===== src/rtl/serial_add_sub_if.sv =====
// serial_add_sub_if -- request/result bundle for the serial adder/subtractor.
//
// Handshake: a request is offered by raising start together with a, b and sub.
// The block accepts it on a rising clk edge whenever busy is low (IDLE or DONE).
// While busy is high, start is ignored. done is a one-cycle pulse that qualifies
// sum, cout and ovf. These results then hold until the next accepted start.
//
// Signals:
//   start  request a new operation
//   a, b   operands (WIDTH bits)
//   sub    0 = a+b, 1 = a-b
//   busy   operation in progress
//   done   one-cycle result strobe
//   sum    result modulo 2^WIDTH
//   cout   raw carry out of the MSB
//   ovf    two's-complement overflow
//
// Modports: master drives requests, slave is the adder itself.
interface serial_add_sub_if #(
  parameter int WIDTH = 8
);
  logic             start;
  logic [WIDTH-1:0] a;
  logic [WIDTH-1:0] b;
  logic             sub;
  logic             busy;
  logic             done;
  logic [WIDTH-1:0] sum;
  logic             cout;
  logic             ovf;

  modport master (
    output start, a, b, sub,
    input  busy, done, sum, cout, ovf
  );

  modport slave (
    input  start, a, b, sub,
    output busy, done, sum, cout, ovf
  );
endinterface


===== src/rtl/serial_add_sub.sv =====
// serial_add_sub -- chunk-serial adder/subtractor.
//
// The block processes CHUNK bits per cycle, starting with the LSB chunk. A full
// operation takes N = WIDTH/CHUNK RUN cycles followed by one DONE cycle.
// Subtraction is computed as a + ~b + 1. The +1 enters as the initial carry.
//
// Parameters:
//   WIDTH  operand/result width
//   CHUNK  bits per cycle; WIDTH must be a multiple of CHUNK, CHUNK >= 1
//
// Ports:
//   clk        rising-edge clock
//   rst_n      asynchronous active-low reset
//   bus        serial_add_sub_if slave: start/a/b/sub in, busy/done/sum/cout/ovf out
//   dbg_state  current FSM state (0 = IDLE, 1 = RUN, 2 = DONE)
//
// Optional feature:
//   SERIAL_ADD_SUB_OVF_EN  when defined, the signed-overflow register is built.
//                          When undefined, ovf is tied to 0.
module serial_add_sub #(
  parameter int WIDTH = 8,
  parameter int CHUNK = 2
) (
  input  logic                  clk,
  input  logic                  rst_n,
  serial_add_sub_if.slave       bus,
  output logic [1:0]            dbg_state
);

  localparam int N  = WIDTH / CHUNK;
  localparam int CW = (N > 1) ? $clog2(N) : 1;

  typedef enum logic [1:0] {
    IDLE = 2'd0,
    RUN  = 2'd1,
    DONE = 2'd2
  } state_t;

  state_t           state;
  logic [WIDTH-1:0] a_q;
  logic [WIDTH-1:0] b_q;
  logic             sub_q;
  logic             carry_q;
  logic [CW-1:0]    cnt_q;
  logic [WIDTH-1:0] sum_q;
  logic             cout_q;

  // Current chunk slice and its add result
  logic [CHUNK-1:0] a_c;
  logic [CHUNK-1:0] b_c;
  logic [CHUNK-1:0] r_c;
  logic             c_out;
  logic             last_chunk;

  always_comb begin
    a_c = a_q[cnt_q*CHUNK +: CHUNK];
    // Inverting b here, together with carry_q loaded with sub, gives a - b
    b_c = b_q[cnt_q*CHUNK +: CHUNK] ^ {CHUNK{sub_q}};
    {c_out, r_c} = {1'b0, a_c} + {1'b0, b_c} + {{CHUNK{1'b0}}, carry_q};
    last_chunk = (cnt_q == CW'(N - 1));
  end

  always_ff @(posedge clk or negedge rst_n) begin
    if (!rst_n) begin
      state   <= IDLE;
      a_q     <= '0;
      b_q     <= '0;
      sub_q   <= 1'b0;
      carry_q <= 1'b0;
      cnt_q   <= '0;
      sum_q   <= '0;
      cout_q  <= 1'b0;
    end else begin
      case (state)
        IDLE, DONE: begin
          // A start in the DONE cycle is accepted, which gives one result every N+1 cycles.
          if (bus.start) begin
            a_q     <= bus.a;
            b_q     <= bus.b;
            sub_q   <= bus.sub;
            carry_q <= bus.sub;
            cnt_q   <= '0;
            state   <= RUN;
          end else begin
            state <= IDLE;
          end
        end
        RUN: begin
          sum_q[cnt_q*CHUNK +: CHUNK] <= r_c;
          carry_q <= c_out;
          if (last_chunk) begin
            cout_q <= c_out;
            state  <= DONE;
          end else begin
            cnt_q <= cnt_q + 1'b1;
          end
        end
        default: state <= IDLE;
      endcase
    end
  end

`ifdef SERIAL_ADD_SUB_OVF_EN
  logic ovf_q;
  logic msb_cin;

  // The carry into the MSB is recovered from the MSB's own sum bit.
  assign msb_cin = a_c[CHUNK-1] ^ b_c[CHUNK-1] ^ r_c[CHUNK-1];

  always_ff @(posedge clk or negedge rst_n) begin
    if (!rst_n) begin
      ovf_q <= 1'b0;
    end else if (state == RUN && last_chunk) begin
      ovf_q <= msb_cin ^ c_out;
    end
  end

  assign bus.ovf = ovf_q;
`else
  assign bus.ovf = 1'b0;
`endif

  assign bus.busy  = (state == RUN);
  assign bus.done  = (state == DONE);
  assign bus.sum   = sum_q;
  assign bus.cout  = cout_q;
  assign dbg_state = state;

endmodule


===== src/flat_wrapper.sv =====
// flat-port wrapper written by rule: the top's interface ports become plain ports
module serial_add_sub_flat 
#(
  parameter int WIDTH = 8,
  parameter int CHUNK = 2
)
  (clk, rst_n, dbg_state, bus_start, bus_a, bus_b, bus_sub, bus_busy, bus_done, bus_sum, bus_cout, bus_ovf);
  serial_add_sub_if #(.WIDTH(WIDTH)) bus_i ();
  input  logic clk;
  input  logic rst_n;
  output logic [1:0] dbg_state;
  input wire logic [$bits(bus_i.start)-1:0] bus_start;
  input wire logic [$bits(bus_i.a)-1:0] bus_a;
  input wire logic [$bits(bus_i.b)-1:0] bus_b;
  input wire logic [$bits(bus_i.sub)-1:0] bus_sub;
  output wire logic [$bits(bus_i.busy)-1:0] bus_busy;
  output wire logic [$bits(bus_i.done)-1:0] bus_done;
  output wire logic [$bits(bus_i.sum)-1:0] bus_sum;
  output wire logic [$bits(bus_i.cout)-1:0] bus_cout;
  output wire logic [$bits(bus_i.ovf)-1:0] bus_ovf;
  assign bus_i.start = bus_start;
  assign bus_i.a = bus_a;
  assign bus_i.b = bus_b;
  assign bus_i.sub = bus_sub;
  assign bus_busy = bus_i.busy;
  assign bus_done = bus_i.done;
  assign bus_sum = bus_i.sum;
  assign bus_cout = bus_i.cout;
  assign bus_ovf = bus_i.ovf;
  serial_add_sub #(.WIDTH(WIDTH), .CHUNK(CHUNK)) u_core (.clk(clk), .rst_n(rst_n), .bus(bus_i), .dbg_state(dbg_state));
endmodule

===== config.mk =====
export PLATFORM = sky130hd
export DESIGN_NAME = serial_add_sub_flat
export DESIGN_NICKNAME = d
export VERILOG_FILES = /design/src/rtl/serial_add_sub_if.sv /design/src/rtl/serial_add_sub.sv /design/src/flat_wrapper.sv
export SDC_FILE = /design/constraint.sdc
export NUM_CORES = 1
export LEC_CHECK = 0
export ABC_CLOCK_PERIOD_IN_PS = 2820
export CORE_ASPECT_RATIO = 0.6
export CORE_MARGIN = 3
export CORE_UTILIZATION = 50
export CTS_BUF_LIST = sky130_fd_sc_hd__clkbuf_2
export CTS_CLUSTER_DIAMETER = 100
export DETAILED_ROUTE_END_ITERATION = 12
export MAX_ROUTING_LAYER = met4
export PLACE_DENSITY_LB_ADDON = 0.1
export RECOVER_POWER = 25
export SLEW_MARGIN = 20
export SYNTH_ARGS = -nofsm -noshare
export SYNTH_HDL_FRONTEND = slang
export SYNTH_SLANG_ARGS = --single-unit
export TNS_END_PERCENT = 5

===== constraint.sdc =====
create_clock -name clk -period 2.82 [get_ports clk]
set_input_delay 0.705 -clock clk [delete_from_list [all_inputs] [get_ports clk]]
set_output_delay 0.705 -clock clk [all_outputs]
set_load 0.005 [all_outputs]

==> results of run 1 <==
Yosys cell counts:
| cell | instances |
|---|---|
| and2_4 | 1 |
| mux2_4 | 1 |
| and2b_4 | 1 |
| mux2i_1 | 1 |
| inv_1 | 3 |
| or3b_4 | 1 |
| o31ai_1 | 6 |
| nand2_1 | 62 |
| mux4_1 | 2 |
| a22o_1 | 2 |
| mux4_2 | 2 |
| nand3b_1 | 3 |
| conb_1 | 1 |
| ha_1 | 6 |
| nand3_1 | 2 |
| buf_2 | 4 |
| o21ai_0 | 1 |
| xor2_1 | 2 |
| o21ai_1 | 2 |
| buf_6 | 1 |
| nor4b_2 | 1 |
| nand3b_2 | 1 |
| buf_4 | 1 |
| nand2b_1 | 3 |
| nor2b_1 | 2 |
| fa_1 | 2 |
| dfrtp_1 | 31 |
cell families (layout without fill, tap and decap cells):
kind of cell,after synthesis,count (layout),synth area share [%]
xor gates and xnor gates,2,2,1.16
muxes,6,6,8.09
other,1,1,0.247
DFF,31,31,51.2
and+or+nand+nor,77,77,23.3
buffers and inverters,9,47,3.30
AOI/OAI and AO/OA,11,11,5.12
adders and majority gates,8,8,7.60
worst max-delay path, cell delays in order, from the launching register on:
cell	delay, ps
dfrtp_1	480
mux4_2	550
xor2_1	170
fa_1	410
fa_1	520
nand2b_1	100
o31ai_1	240
report_power, final:
group | switching, mW | internal (mW) | total (mW)
clock | 0.147 | 0.0596 | 0.207
combinational | 0.550 | 0.529 | 1.08
sequential | 0.160 | 0.635 | 0.795
metal layers:
metal | up-vias | wire length [um]
li1 | 548 | -
met1 | 542 | 1570
met2 | 36 | 1420
met3 | 9 | 200
met4 | 0 | 61
met5 | - | 0
layout make-up:
type                    instances  area, um^2
fillers                       218         787
flip-flops and latches         31         776
multi-input cells             105         689
repair buffers                 36         347
well taps                      40        50.0
clock buffers                   6        30.0
inverters                       3        11.3
clock inverters                 2        7.51
worst min path at each step:
stage | cells past startpoint | to
after floorplan | 0 | u_core.a_q[0]
after detailed placement | 2 | u_core.a_q[7]
final | 2 | u_core.a_q[7]
after CTS | 2 | u_core.a_q[7]
after global placement | 2 | u_core.a_q[3]
after global routing | 2 | u_core.a_q[7]
sequential cells by signal (all words and copies together), names as in the netlist:
| name | flops |
|---|---|
| u_core.sub_q | 1 |
| u_core.a_q | 8 |
| u_core.dbg_state | 2 |
| u_core.cnt_q | 2 |
| u_core.bus.cout | 1 |
| u_core.bus.sum | 8 |
| u_core.b_q | 8 |
| u_core.carry_q | 1 |
==> run metrics, run 1 <==
status finished with violations; failing checks capacitance limit, slew limit; PnR Total Power 2.08 mW; busiest grt layer met2; Via density 5.09; total CTS buffers 5; syn_area_per_cell 10.4 um^2; gp weighted congestion 0.778; Worst Setup EP u_core.bus.sum[7]; clk sinks 31; Yosys top cell area share 51.2%; Worst R2R Path Depth 6; largest net degree at the start of global routing 32; gr ovfl total 0; vias in the first global route 1,123; R2R Setup Slk 260 ps; sequential share of the synthesized area 51.2%; Layout Nets 210; initial antenna violation count 0; Die X 77.1 um; commonest non-fill, non-tap cell in the layout nand2_1; Cells after Synth 145; full die area 3750 um^2; Detail Route Antenna Nets 0; Clk Latency, worst-skew pair 360 ps; most frequent cells in the layout 62 x nand2_1, 31 x clkdlybuf4s50_1, 31 x dfrtp_1; Worst R2R End u_core.bus.sum[7]; Initial Util 56.2%; Ant. Diodes 0; M3 GR Usage 6.85%; relative slew slack -6.31%; hold buffers post-CTS 0; crit start category flop; Iter 0 DRT Violations 40; CP arrival 2830 ps; All-Layer GR Usage 19.7%; standard-cell rows 14; H-tree depth 2; post-DR wirelength/cell 14.6 um; crit-path max FO 4; Placeable Area 2700 um^2; Peak VDD IR 0.486 mV; # placed instances 215; Synthesized Nets 173; critical path class flop to flop; critical path launch point u_core.cnt_q[0]; max-capacitance violation count 1; Non-Filler Instances 223; Layout area overhead 26.1%; max-slew violations 32; max frequency 0.391 GHz; setup violators final 0; Final WS setup 263 ps; Die Ht 48.6 um; drc violations 0; Routed WL 3.25 mm; share of layout cells above drive strength 1 9.29%; Vias 1,135; drt pass-1 iters 4; GR Util met2 28.0%; CP endpoint kind flop; CTS Buffer Depth 2; final hold violation count 0; Area after DPL 1880 um^2; total number of yosys warnings 0; Tcrit/Tclk final 90.7%; worst slew pin tran 1590 ps; Clock Skew 5.38 ps; PwrDens 1090 nW/um^2; CTS clk-pin slew, worst paths 150 ps; leak pwr 0.921 nW; fin area 1910 um^2; Synth area leaders dfrtp_1 51%, nand2_1 15%, ha_1 5.0%, mux4_1 3.5%, mux4_2 3.0%; worst hold path type flop to flop; CTS resizes 0; R2R Path Start u_core.cnt_q[0]; Unique masters post-synth 27; post-layout util 70.8%; WP data required 3090 ps; first-pass GRT wire length 5.44 mm; TritonCTS clock tree done; register bit count reported by yosys 31; met1 GRT Util 26.4%; RSZ-0062 raised after global routing false; DP Worst Slack 222 ps; Syn Std Cell Area 1520 um^2; startpoint of the worst hold path u_core.a_q[7]; hold_ws 494 ps; Root Driver clkbuf_2; area leader, netlist dfrtp_1; dpl hpwl 2.50 mm; IO Count 34; total negative slack 0 ps; count of input and output buffers 32; # Post-CTS Setup Buffers 0; min Tclk post-route 2560 ps
Note: power is estimated with default switching activity, not from simulation.
==> run 2, diff against run 1 <==
--- a/config.mk
+++ b/config.mk
@@ -6,7 +6,7 @@
 export NUM_CORES = 1
 export LEC_CHECK = 0
 export ABC_CLOCK_PERIOD_IN_PS = 2820
-export CORE_ASPECT_RATIO = 0.6
+export CORE_ASPECT_RATIO = 0.7
 export CORE_MARGIN = 3
 export CORE_UTILIZATION = 50
 export CTS_BUF_LIST = sky130_fd_sc_hd__clkbuf_2
==> run metrics, run 2 (synthesis gave the netlist of run 1 again) <==
startpoint of the worst hold path u_core.b_q[0]; commonest non-fill, non-tap cell in the layout nand2_1; Die X 71.8 um (-6.8%); Placeable Area 2840 um^2 (+5.4%); # Post-CTS Setup Buffers 0 (unchanged); total CTS buffers 5 (unchanged); worst slew pin tran 1650 ps (+53.8 ps); TritonCTS clock tree done; R2R Path Start u_core.cnt_q[0]; min Tclk post-route 2590 ps (+33.5 ps); share of layout cells above drive strength 1 10.9% (+1.6 points); most frequent cells in the layout 62 x nand2_1, 31 x clkdlybuf4s50_1, 31 x dfrtp_1, 7 x clkbuf_2; Iter 0 DRT Violations 68 (+70%); Clk Latency, worst-skew pair 350 ps (about the same); crit start category flop; CP Cell Sequence mux4_2 > xor2_1 > fa_1 > fa_1 > nand2b_1 > o31ai_1; setup violators final 0 (unchanged); critical path class flop to flop; slowest cell delay on critical path 550 ps (about the same); CTS resizes 0 (unchanged); first-pass GRT wire length 5.21 mm (-4.2%); relative slew slack -9.90% (-3.6 points); crit-path max FO 5 (+1); gr ovfl total 0 (unchanged); CTS Buffer Depth 2 (unchanged); Root Driver clkbuf_2; standard-cell rows 16 (+2); Ant. Diodes 0 (unchanged); worst hold path type flop to flop; Detail Route Antenna Nets 0 (unchanged); Peak VDD IR 0.574 mV (+18%); post-DR wirelength/cell 14.0 um (-3.9%); max frequency 0.386 GHz (-1.3%); failing checks capacitance limit, slew limit; vias in the first global route 1,090 (-2.9%); H-tree depth 2 (unchanged); drt pass-1 iters 4 (unchanged); Layout Nets 211 (+0.48%); max-capacitance violation count 1 (unchanged); count of input and output buffers 32 (unchanged); Routed WL 3.08 mm (-5.2%); max-slew violations 32 (unchanged); initial antenna violation count 0 (unchanged); Layout area overhead 26.4%; gp weighted congestion 0.777 (-0.13%); CP arrival 2850 ps (+20 ps); CP endpoint kind flop; All-Layer GR Usage 19.4% (-0.38 points); Initial Util 53.3% (-2.9 points); RSZ-0062 raised after global routing false; clk sinks 31 (unchanged); drc violations 0 (unchanged); total negative slack 0 ps (unchanged); fin area 1920 um^2 (+0.26%); CTS clk-pin slew, worst paths 150 ps (about the same); PnR Total Power 2.07 mW (-0.71%); WP data required 3080 ps (about the same); largest net degree at the start of global routing 32 (unchanged); Clock Skew 13.2 ps (+7.85 ps); Vias 1,121 (-1.2%); critical path launch point u_core.cnt_q[0]; Area after DPL 1880 um^2 (+0.13%); final hold violation count 0 (unchanged); most frequent CP cell fa_1; PwrDens 1080 nW/um^2 (-0.97%); Via density 5.10 (+0.11%); leak pwr 0.931 nW (+1.1%); full die area 3740 um^2 (-0.30%); IO Count 34 (unchanged); dpl hpwl 2.31 mm (-7.4%); Die Ht 52.1 um (+7.0%); Max stage delay cell, worst path mux4_2; hold buffers post-CTS 0 (unchanged); Tcrit/Tclk final 91.8% (+1.2 points); status finished with violations; post-layout util 67.4% (-3.4 points)
==> run 2: worst max-delay path: cells and delay by family (launching register included) <==
kind,cells,cell delay (ps)
adder cells (fa/ha/maj),2,920
multiplexers,1,550
flip-flops,1,530
AO/OA/AOI/OAI,1,240
XOR/XNOR,1,170
AND/OR/NAND/NOR,1,90
==> run 2: path summary, 6_finish.rpt <==
| path | to | slack [ps] | cells past startpoint |
|---|---|---|---|
| max reg2reg | u_core.bus.sum[5] | 230 | 6 |
| min reg2reg | u_core.b_q[0] | 490 | 2 |
| max | u_core.bus.sum[5] | 230 | 6 |
| min in group asynchronous | u_core.a_q[3] | 1280 | 2 |
| max in group asynchronous | u_core.bus.sum[4] | 590 | 2 |
| min | u_core.b_q[0] | 490 | 2 |
==> run 2: where the power goes <==
part / internal, mW / leakage, nW / switching (mW) / total, mW
logic: 0.536 / 0.503 / 0.537 / 1.07
registers: 0.635 / 0.395 / 0.145 / 0.780
clock network: 0.0678 / 0.0330 / 0.145 / 0.213
==> run 2: per-stage QoR <==
| step | hold slack, ps | cells | worst slack [ps] |
|---|---|---|---|
| 3_5_place_dp | 463 | 212 | 240 |
| 4_1_cts | 499 | 220 | 205 |
| 2_1_floorplan | 409 | 145 | 324 |
| 5_1_grt | 529 | 220 | 60.6 |
| 3_3_place_gp | 460 | 212 | 323 |
| 6_report | 494 | 220 | 230 |
==> run 2: layer usage <==
metal | share of wire [%] | vias to the layer above | wire length, um | track usage [%]
met4 | 0.88 | 0 | 27 | 6.56
met2 | 44 | 29 | 1370 | 27.4
met1 | 49 | 534 | 1510 | 26.9
met5 | 0 | - | 0 | -
met3 | 5.7 | 5 | 175 | 5.41
li1 | - | 553 | - | -
==> run 2: area by class of cell <==
cell class	count	area [um^2]
clock buffer	7	35.0
clock inverter	1	5.00
fill	227	927
inverter	3	11.3
multi-input combinational	105	689
sequential	31	776
tap	36	45.0
timing repair buffer	37	354
==> variant 1, RTL diff (config.mk and constraints of run 2) <==
Add a define of `SERIAL_ADD_SUB_OVF_EN`.
--- a/src/rtl/serial_add_sub.sv
+++ b/src/rtl/serial_add_sub.sv
@@ -19,2 +19,4 @@
 //                          When undefined, ovf is tied to 0.
+`define SERIAL_ADD_SUB_OVF_EN
+
 module serial_add_sub #(
Formal check against the unedited RTL: not equivalent (a bounded check fails within 10 cycles, from zero or initial values and one cycle with rst_n low).
==> variant 1 against run 2 <==
  * The run still ends with max-capacitance violations, max-slew violations left
  * Fmax grew 3.6%
  * Critical path depth grew 1
  * Routed wire length shrank 2.1%
  * Setup slack gained 0.089 ns
  * Cell count grew 3.6%
  * Final area grew 4.2%
  * Clock power grew 45%
  * Via count grew 4.6%
  * Sequential cell count grew 1
  * Total power grew 16%
  * Area after synthesis grew 4.0%
  * Count of clock-buffer cells in the layout shrank 1
  * Critical endpoint unchanged
  * Largest power group unchanged
==> variant 1: results (changes against run 2) <==
The sequential-cell power consumption is 0.000809 W (+3.7%), and the clock-pin slew on the worst setup and hold paths is 0.17 ns (+0.02 ns). The logs give 108 (+2.9%) for the count of multi-input combinational gates and 183 (+5.8%) for the net count after synthesis. The DRC marker count from the first detailed-route iteration is 93 (+37%). The tools report the post-synthesis sequential area ratio as 0.508 (-0.00363). The met3 global-route usage is 0.0512 (-0.00282), and the pin count of the biggest net entering global routing is 33 (+3.1%). The number of vias per cell after detailed routing was 5.14 (+0.97%). The number of non-clock buffers is 36 (-2.7%), and the horizontal extent of the die is 73.1 um (+1.8%). Headroom to the max-slew limit: -0.123 (-0.0245). The number of non-clock inverters was 8 (+5).

For the total routing usage reported by global routing, the log shows 0.183 (-0.0105). The total of max-cap violations is 1 (unchanged). The antenna diode count was 0 (unchanged); the data arrival at the endpoint of the critical path was 2.77 ns (-0.08 ns). The tools report the number of nets in the layout as 220 (+4.3%).

Port buffer count: 33 (+3.1%). The flow ran to the end, but the final reports show violations. The share of the final layout cell area in multi-input gates works out to 0.354 (-0.00589). The parity-gate share of the synthesized area counting xor and xnor cells was 0.0222 (+0.0107); the half-perimeter wire length after placement was 2.22 mm (-3.8%). The placed cell area was 1940 um^2 (+3.0%). The final reports fail on max-capacitance violations, max-slew violations.

The layout sequential cell count is 32 (+3.2%), and the routability-driven placement congestion ratio is 0.865 (+11%). The tools report the total count of max-transition violations in the final report as 33 (+3.1%). The run gives 3.02 mm (-2.1%) as the final wirelength. The maximum VDD drop was 547 uV (-4.8%); the post-synthesis compound-gate area fraction was 0.0548 (+0.00361). The total leakage power is 0.970 nW (+4.2%).

For the clock buffer instance count of the final layout, the log shows 6 (-1). The fraction of synthesized area in multiplexers was 0.0755 (-0.00547); the fraction of area in clock buffers and inverters was 0.0326 (+0.0117). The global-route track usage on met1 was 0.230 (-0.0389); the adder-cell area share of the yosys netlist was 0.0810 (+0.00505). The logs give 1152 (+5.7%) for the via count of the first global-routing pass and 5.11 mm (-2.0%) for the first-pass GRT wire length. The run gives 0.37 ns (+0.02 ns) as the source-to-sink clock delay at the later pin of the worst-skew pair. Ranked by total cell area, the synthesized netlist is headed by dfrtp_1 (51%), nand2_1 (15%), ha_1 (5.6%). Power share of the combinational group: 0.534 (+0.015). The switching share of power is 0.399 (-0.000983), and the layout cell share with drive strength beyond 1 is 0.0729 (-0.0358). The non-clock buffer contribution to total cell area works out to 0.175 (-0.0100). The tools report the number of fillers in the final layout as 222 (-2.2%). The family with the most delay on the worst path is adder cells. Counting instances in the post-synthesis netlist gives the leading cell types as nand2_1 (63), dfrtp_1 (32), inv_1 (8).
## variant 1: cell types whose count changed after synthesis, moves of 2 or more
cell and change:
inv_1 +5, o21ai_0 +3, o31ai_1 -3, o41ai_1 +3
nand3b_1 +2, o21ai_1 -2, xnor2_1 +2
## variant 1: through the flow
| step | hold slack (ns) | setup slack (ns) | total power [W] | utilization | cells |
|---|---|---|---|---|---|
| finish | 0.491 | 0.319 | 0.00240 | 0.688 | 228 |
| global route | 0.515 | 0.117 | 0.00262 | 0.688 | 228 |
| detailed placement | 0.459 | 0.333 | 0.00211 | 0.667 | 220 |
| CTS | 0.497 | 0.287 | 0.00242 | 0.689 | 228 |
| global placement | 0.457 | 0.409 | 0.00208 | 0.667 | 220 |
| floorplan | 0.409 | 0.390 | 0.00173 | - | 154 |
## variant 1: kinds of logic (layout without fill, tap and decap cells)
kind of cell	count (synthesis)	in the layout
AND/OR/NAND/NOR	77	77
flip-flops	32	32
buffers and inverters	14	52
XOR/XNOR	4	4
adder cells (fa/ha/maj)	9	9
AO/OA/AOI/OAI	12	12
multiplexers	6	6
## variant 1: layer usage
metal	wire length (um)	vias up
met5	0	-
met4	27	0
met3	147	5
met2	1420	29
met1	1420	560
li1	-	579
## variant 1: path summary, 6_finish.rpt
check | cells past startpoint | slack (ns) | end | start
setup / recovery | 7 | 0.32 | u_core.bus.sum[5] | u_core.cnt_q[0]
hold / removal | 2 | 0.49 | u_core.a_q[5] | u_core.a_q[5]
setup reg to reg | 7 | 0.32 | u_core.bus.sum[5] | u_core.cnt_q[0]
hold reg to reg | 2 | 0.49 | u_core.a_q[5] | u_core.a_q[5]
max in group asynchronous | 2 | 0.56 | u_core.sub_q | rst_n
min in group asynchronous | 2 | 1.29 | u_core.b_q[5] | rst_n
==> variant 2, RTL diff (config.mk and constraints of run 2) <==
Made on the original files. Put one more register stage on the output `dbg_state`, with the module's reset. The value now appears one clock later. The other outputs are not delayed to match.
--- a/src/rtl/serial_add_sub.sv
+++ b/src/rtl/serial_add_sub.sv
@@ -126,3 +126,9 @@
   assign bus.cout  = cout_q;
-  assign dbg_state = state;
+  always_ff @(posedge clk or negedge rst_n) begin
+    if (!rst_n) begin
+      dbg_state <= '0;
+    end else begin
+      dbg_state <= state;
+    end
+  end
 
Function: changed (a bounded check fails within 4 cycles, from zero or initial values and one cycle with rst_n low).
==> variant 2 against run 2 <==
  * The run still ends with max-capacitance violations, max-slew violations left
  * Area after synthesis is 3.6% higher
  * Core utilization is 0.76 points higher
  * Cell count is 1.4% higher
  * Critical path depth is 4 lower
  * Setup slack better by 0.19 ns
  * Synthesized cell count is 3.4% higher
  * Sequential cell count is 2 higher
  * Final area is 3.3% higher
  * Total power is 7.2% higher
  * Via count is 1.4% higher
  * Sequential share of layout area is 1.2 points higher
  * Routed wire length is 5.3% higher
  * Clock power is 42% higher
==> variant 2: results (changes against run 2) <==
For the register-to-register setup slack, the log shows 0.48 ns (+0.25 ns). The number of fillers in the final layout was 228 (+0.44%); the wire length per cell was 14.6 um (+3.9%). The commonest cells after synthesis are nand2_1 (62), dfrtp_1 (33), inv_1 (7). The source-to-sink clock delay at the later pin of the worst-skew pair is 0.37 ns (+0.02 ns), and the data arrival at the endpoint of the critical path is 1.70 ns (-1.15 ns).

The tools report the first-pass GRT wire length as 5.46 mm (+4.8%). The tools report the post-synthesis sequential area ratio as 0.526 (+0.0143). The layout cell share with drive strength beyond 1 was 0.0749 (-0.0338).

The count of placed standard cells in the final layout, fillers left out is 223 (+1.4%). The tools report the startpoint of the lowest-slack hold path as u_core.a_q[5]. The final critical delay including setup and external delays was 2.40 ns (-0.186 ns).

The slew of the pin with the lowest slew margin works out to 1.72 ns (+0.0748 ns). The DRC marker count from the first detailed-route iteration is 67 (-1.5%), and the total routing usage reported by global routing is 0.199 (+0.00577). The maximum VDD drop was 528 uV (-8.0%). The total count of max-transition violations in the final report is 34 (+6.3%).

The checks that failed: max-capacitance violations, max-slew violations. The run gives 0.809 (+4.1%) as the routability-driven placement congestion ratio. The top fanout value on the critical path is 10 (+5). The net count after synthesis is 178 (+2.9%). Yosys attributes the largest share of cell area to dfrtp_1 (53%), nand2_1 (15%), ha_1 (4.8%). The total leakage power was 0.959 nW (+3.0%). The half-perimeter wire length after placement was 2.38 mm (+3.1%); the total of max-cap violations was 1 (unchanged).

The final-layout worst hold slack was 0.495 ns (+0.000593 ns). The most critical setup path has its startpoint at u_core.state[0]. The flow ran to the end, but the final reports show violations. The synthesized netlist cell count came out at 150 (+3.4%).
[variant 2: area by class of cell]
cell class | count | area [um^2] | area share
repair buffers | 35 | 339 | 0.171
flip-flops and latches | 33 | 826 | 0.417
clock buffers | 6 | 30.0 | 0.0152
multi-input cells | 104 | 678 | 0.343
inverters | 7 | 26.3 | 0.0133
well taps | 36 | 45.0 | 0.0228
clock inverters | 2 | 33.8 | 0.0171
[variant 2: worst max-delay path: stages (launching register included)]
cell,delay [ns]
dfrtp_1,0.57
nor2b_4,0.24
clkdlybuf4s50_1,0.51
[variant 2: kinds of logic (layout without fill, tap and decap cells)]
| logic type | count (synthesis) | in the layout | synth area share |
|---|---|---|---|
| xor gates and xnor gates | 2 | 2 | 0.0112 |
| muxes | 6 | 6 | 0.0758 |
| other | 1 | 1 | 0.00239 |
| and+or+nand+nor | 76 | 76 | 0.218 |
| AOI/OAI and AO/OA | 11 | 11 | 0.0518 |
| buffers and inverters | 13 | 50 | 0.0415 |
| DFF | 33 | 33 | 0.526 |
| adders and majority gates | 8 | 8 | 0.0734 |
[variant 2: power by group through the flow]
stage | Combinational, W | Clock [W] | Sequential (W)
after global routing | 0.00121 | 0.000334 | 0.000862
after global placement | 0.00104 | 0 | 0.000832
after detailed placement | 0.00108 | 0 | 0.000849
after CTS | 0.00108 | 0.000312 | 0.000840
final | 0.00107 | 0.000302 | 0.000842
after floorplan | 0.000741 | 0 | 0.000796
[variant 2: worst paths after layout]
check	end	depth (start not counted)
worst min-delay path	u_core.a_q[5]	2
worst max register to register	u_core.bus.sum[5]	7
min in group asynchronous	u_core.carry_q	2
worst min register to register	u_core.a_q[5]	2
worst max-delay path	bus_busy	2
max in group asynchronous	u_core.b_q[2]	2
[variant 2: metrics by stage]
| step | utilization | instance area (um^2) |
|---|---|---|
| after floorplan | - | 1570 |
| after global placement | 0.661 | 1920 |
| after detailed placement | 0.661 | 1920 |
| after CTS | 0.683 | 1980 |
| after global routing | 0.681 | 1980 |
| final | 0.681 | 1980 |
[variant 2: metal layers]
| layer | GRT usage | vias to the layer above | routed length (um) |
|---|---|---|---|
| li1 | - | 561 | - |
| met5 | - | - | 0 |
| met4 | 0.0798 | 0 | 39 |
| met3 | 0.0569 | 7 | 192 |
| met1 | 0.287 | 534 | 1640 |
| met2 | 0.263 | 35 | 1380 |
